===== src/rtl/i2c_master_ctrl.sv =====
// i2c_master_ctrl: single-byte I2C master sequencer (START, addr+RW, ACK, data, ACK, STOP).
// Optional slave clock stretching is enabled by defining I2C_MASTER_CLK_STRETCH_EN.
module i2c_master_ctrl #(
   parameter int DIV_QTR = 25
) (
   input  logic       clk,
   input  logic       rst,
   input  logic       cmd_valid,
   output logic       cmd_ready,
   input  logic [6:0] cmd_addr,
   input  logic       cmd_rw,
   input  logic [7:0] cmd_wdata,
   output logic       rsp_valid,
   output logic [7:0] rsp_rdata,
   output logic       rsp_nack,
   output logic       busy,
   output logic       scl_oe,
   output logic       sda_oe,
   input  logic       scl_i,
   input  logic       sda_i
);
   localparam int CW = (DIV_QTR > 1) ? $clog2(DIV_QTR) : 1;
   typedef enum logic [2:0] {IDLE, START, ADDR, ADDR_ACK, DATA, DATA_ACK, STOP, DONE} state_t;
   state_t state_q, state_d;
   logic [CW-1:0] cnt_q, cnt_d;
   logic [1:0] qtr_q, qtr_d;
   logic [2:0] bit_q, bit_d;
   logic [7:0] abyte_q, abyte_d, wdata_q, wdata_d, rdata_q, rdata_d;
   logic nack_q, nack_d;
   logic active, freeze, tick, sample, last;
   assign active = state_q != IDLE && state_q != DONE;
`ifdef I2C_MASTER_CLK_STRETCH_EN
   // Hold the quarter while a released SCL is still being held low by a slave.
   assign freeze = active && !scl_oe && !scl_i;
`else
   logic unused_scl;
   assign unused_scl = scl_i;
   assign freeze = 1'b0;
`endif
   // Bus drive and handshake outputs decoded from state and quarter position.
   always_comb begin
      cmd_ready = state_q == IDLE;
      busy = active;
      rsp_valid = state_q == DONE;
      rsp_rdata = rdata_q;
      rsp_nack = nack_q;
      scl_oe = 1'b0;
      sda_oe = 1'b0;
      case (state_q)
         START: sda_oe = 1'b1;
         ADDR: begin
            scl_oe = !qtr_q[1];
            sda_oe = !abyte_q[3'd7 - bit_q];
         end
         DATA: begin
            scl_oe = !qtr_q[1];
            sda_oe = !abyte_q[0] && !wdata_q[3'd7 - bit_q];
         end
         ADDR_ACK, DATA_ACK: scl_oe = !qtr_q[1];
         STOP: begin
            scl_oe = qtr_q == 2'd0;
            sda_oe = qtr_q != 2'd2;
         end
         default: ;
      endcase
   end
   // Prescaler, quarter/bit sequencing, command capture and response sampling.
   always_comb begin
      state_d = state_q;
      qtr_d = qtr_q;
      bit_d = bit_q;
      abyte_d = abyte_q;
      wdata_d = wdata_q;
      rdata_d = rdata_q;
      nack_d = nack_q;
      tick = active && !freeze && cnt_q == CW'(DIV_QTR - 1);
      sample = tick && qtr_q == 2'd1;
      last = tick && (state_q == START ? qtr_q == 2'd1 : state_q == STOP ? qtr_q == 2'd2 : qtr_q == 2'd3);
      cnt_d = (!active || tick) ? '0 : freeze ? cnt_q : cnt_q + 1'b1;
      if (tick) qtr_d = qtr_q + 2'd1;
      case (state_q)
         IDLE: if (cmd_valid) begin
            state_d = START;
            abyte_d = {cmd_addr, cmd_rw};
            wdata_d = cmd_wdata;
            rdata_d = 8'h00;
            nack_d = 1'b0;
            bit_d = 3'd0;
         end
         START: if (last) state_d = ADDR;
         ADDR: if (last) begin
            bit_d = bit_q + 3'd1;
            if (bit_q == 3'd7) state_d = ADDR_ACK;
         end
         ADDR_ACK: begin
            if (sample) nack_d = sda_i;
            if (last) state_d = nack_q ? STOP : DATA;
         end
         DATA: begin
            if (sample && abyte_q[0]) rdata_d = {rdata_q[6:0], sda_i};
            if (last) begin
               bit_d = bit_q + 3'd1;
               if (bit_q == 3'd7) state_d = DATA_ACK;
            end
         end
         DATA_ACK: begin
            if (sample && !abyte_q[0]) nack_d = sda_i;
            if (last) state_d = STOP;
         end
         STOP: if (last) state_d = DONE;
         default: state_d = IDLE;
      endcase
      if (state_d != state_q) qtr_d = 2'd0;
   end
   // State register; reset releases the bus immediately.
   always_ff @(posedge clk or posedge rst) begin
      if (rst) begin
         state_q <= IDLE;
         cnt_q <= '0;
         qtr_q <= 2'd0;
         bit_q <= 3'd0;
         abyte_q <= 8'h00;
         wdata_q <= 8'h00;
         rdata_q <= 8'h00;
         nack_q <= 1'b0;
      end else begin
         state_q <= state_d;
         cnt_q <= cnt_d;
         qtr_q <= qtr_d;
         bit_q <= bit_d;
         abyte_q <= abyte_d;
         wdata_q <= wdata_d;
         rdata_q <= rdata_d;
         nack_q <= nack_d;
      end
   end
endmodule


===== config.mk =====
export PLATFORM = sky130hd
export DESIGN_NAME = i2c_master_ctrl
export DESIGN_NICKNAME = d
export VERILOG_FILES = /design/src/rtl/i2c_master_ctrl.sv
export SDC_FILE = /design/constraint.sdc
export NUM_CORES = 1
export LEC_CHECK = 0
export BUFFER_PORTS_ARGS = -buffer_cell sky130_fd_sc_hd__buf_2
export CELL_PAD_IN_SITES_DETAIL_PLACEMENT = 0
export CELL_PAD_IN_SITES_GLOBAL_PLACEMENT = 2
export CORE_MARGIN = 2
export CORE_UTILIZATION = 30
export CTS_CLUSTER_SIZE = 10
export DETAILED_ROUTE_END_ITERATION = 7
export PLACE_DENSITY = 0.76
export SETUP_SLACK_MARGIN = 0.02
export SLEW_MARGIN = 20
export SYNTH_ARGS = -nofsm -noshare
export SYNTH_HDL_FRONTEND = slang
export SYNTH_SLANG_ARGS = --single-unit

===== constraint.sdc =====
create_clock -name clk -period 3.9 [get_ports clk]
set_input_delay 0.585 -clock clk [delete_from_list [all_inputs] [get_ports clk]]
set_output_delay 0.585 -clock clk [all_outputs]
set_load 0.005 [all_outputs]

==> impl_metrics.env <==
export IMPL_hold_viol=0
export IMPL_via_per_inst=4.64
export IMPL_arrival_ns=2.26
export IMPL_hpwl_um=2990
export IMPL_worstSkewPairLatency_ns=0.29
export IMPL_fin_skew_ns=0.00767
export IMPL_cts_htree_levels=2
export IMPL_ios=35
export IMPL_start_util_pct=31.4
export IMPL_cp_start_kind="flop"
export IMPL_dr_wl_met2_um=1920
export IMPL_grt_ovfl_total=0
export IMPL_fin_util_pct=36.8
export IMPL_crit_family="flip-flops"
export IMPL_root_buffer="clkbuf_8"
export IMPL_die_w_um=89.0
export IMPL_vias=1462
export IMPL_die_h_um=89.0
export IMPL_grt_start_max_net_pins=26
export IMPL_cts_setup_buffers=0
export IMPL_tightest_slew_ns=0.872
export IMPL_syn_avg_cell_area_um2=11.6
export IMPL_multi_input_area_um2=1090
export IMPL_clock_path_buffers=2
export IMPL_antenna_found_initial=0
export IMPL_cts_sinks=38
export IMPL_cts_buffers=5
export IMPL_ys_ff_latch=38
export IMPL_dieArea_um2=7910
export IMPL_ys_seq_area_share_pct=43.9
export IMPL_top_layer="met4"
export IMPL_timing_fmax_ghz=0.351
export IMPL_fp_coreArea_um2=6910
export IMPL_synthesis_nets=214
export IMPL_setup_tns_ns=0
export IMPL_power_leakage_nw=1.20
export IMPL_mostFrequentLayoutCells="38 x dfrtp_1, 33 x buf_2, 17 x nand2_1, 17 x mux2_1, 17 x inv_1"
export IMPL_crit_required_ns=3.31
export IMPL_setup_viol=0
export IMPL_worstPathMaxFanout=25
export IMPL_hold_path_class="in2async"
export IMPL_gp_congestion=0.701
export IMPL_rsz0062_at_grt="false"
export IMPL_syn_inst=186
export IMPL_layout_commonest_cell="dfrtp_1"
export IMPL_synth_flop_cell="dfrtp_1"
export IMPL_area_delta_synth_final_pct=17.5
export IMPL_cts_resized=0
export IMPL_wl_per_cell_um=13.3
export IMPL_diodes=0
export IMPL_crit_type="reg2out"
export IMPL_period_needed_ns=2.85
export IMPL_track_usage_pct=11.8
export IMPL_firstDrtPassIters=4
export IMPL_cpMaxStageDelayCell="dfrtp_1"
export IMPL_async_flop_share_pct=100
export IMPL_maxSlewHeadroom_pct=41.7
export IMPL_drtIter0Drc=91
export IMPL_portBuffers=33
export IMPL_power_density_nw_per_um2=553
export IMPL_fill_cells=713
export IMPL_seq_area_um2=951
export IMPL_yosys_warnings=0
export IMPL_grt_pass1_wl_um=7040
export IMPL_drv_cap=0
export IMPL_synth_area_um2=2170
export IMPL_met1_length_um=2050
export IMPL_synth_distinct_cells=48
export IMPL_fin_nets=246
export IMPL_cts_hold_buf=0
export IMPL_drc_errors=0
export IMPL_irDropWorstVdd_mv=0.209
export IMPL_period_share_pct=73.0
export IMPL_final_max_slew_viol_count=0
export IMPL_power_mw=1.41
export IMPL_rows=30
export IMPL_outcome="finished clean"
export IMPL_layout_drive_gt1_share_pct=25.1
export IMPL_crit_buf_inv=1
export IMPL_ant_nets=0
export IMPL_path_cells="nor3b_2 > nand3b_1 > o311ai_1 > buf_2"
export IMPL_cts_tree="done"
export IMPL_synth_edf_count=0
export IMPL_finalWirelength_um=4180
export IMPL_max_stage_delay_ns=0.86
export IMPL_grt_pass1_vias=1422
export IMPL_end_kind="primary output"
export IMPL_wl_met3_um=137
export IMPL_clk_pin_slew_ns=0.08
cells in the mapped netlist, types with 3 or more instances:
| cell | instances | area [µm²] |
|---|---|---|
| a21oi_1 | 6 | 30.0 |
| buf_2 | 6 | 30.0 |
| dfrtp_1 | 38 | 951 |
| ha_1 | 7 | 87.6 |
| inv_1 | 17 | 63.8 |
| mux2_1 | 17 | 191 |
| mux2i_1 | 13 | 130 |
| mux4_1 | 4 | 105 |
| nand2_1 | 17 | 63.8 |
| nand2b_1 | 3 | 18.8 |
| nand3_1 | 4 | 20.0 |
| nor2_1 | 6 | 22.5 |
| nor3_1 | 3 | 15.0 |
| o21ai_0 | 5 | 25.0 |
worst register-to-register path: stages (launching register included):
cell,delay (ns)
dfrtp_1,0.87
nor3_4,0.13
nand2_1,0.68
o211ai_2,0.23
a221oi_2,0.32
final cells by class:
type,count,share of cell area (%)
Clock buffer,6,3.24
Clock inverter,2,2.36
Inverter,17,2.51
Multi-Input combinational cell,122,43.0
Sequential cell,38,37.4
Tap cell,96,4.72
Timing Repair Buffer,34,6.78
flip-flops by register name, indices dropped and copies added (netlist names):
signal,count
rsp_nack,1
qtr_q,2
state_q,3
rsp_rdata,8
abyte_q,8
cnt_q,5
wdata_q,8
bit_q,3
power by group:
part / switching (mW) / internal (mW)
Sequential: 0.124 / 0.495
Clock: 0.145 / 0.273
Combinational: 0.181 / 0.190
logic make-up (layout without fill, tap and decap cells):
kind of cell / after synthesis / after routing / synth area share, %
buffers and inverters: 26 / 59 / 5.55
DFF: 38 / 38 / 43.9
and+or+nand+nor: 47 / 47 / 12.9
adders and majority gates: 7 / 7 / 4.04
muxes: 35 / 35 / 20.2
AOI/OAI and AO/OA: 28 / 28 / 11.0
xor gates and xnor gates: 5 / 5 / 2.37
final timing paths:
check                           start           end  slack [ns]  cells after the start
setup / recovery           state_q[2]        sda_oe        1.05                      4
hold / removal                    rst  rsp_rdata[7]        0.37                      2
setup reg to reg           state_q[0]      qtr_q[1]        1.59                      4
hold reg to reg              cnt_q[0]      cnt_q[0]        0.49                      1
max in group asynchronous         rst    wdata_q[1]        2.78                      3
min in group clk             cnt_q[0]      cnt_q[0]        0.49                      1
layer usage:
metal  vias up  track usage, %
met2        22            18.0
met4         0            5.29
li1        723               -
met1       711            16.1
met5         -               0
met3         6            2.68
metrics by stage:
stage          std cells  instance area (µm²)  setup slack [ns]  hold WS [ns]
2_1_floorplan        186                 2170              1.81         0.452
3_3_place_gp         307                 2400              1.36         0.469
3_5_place_dp         307                 2400              1.37         0.480
4_1_cts              315                 2540              1.02         0.392
5_1_grt              315                 2540             0.853         0.430
6_report             315                 2540              1.05         0.372
(Power assumes the default switching activity.)
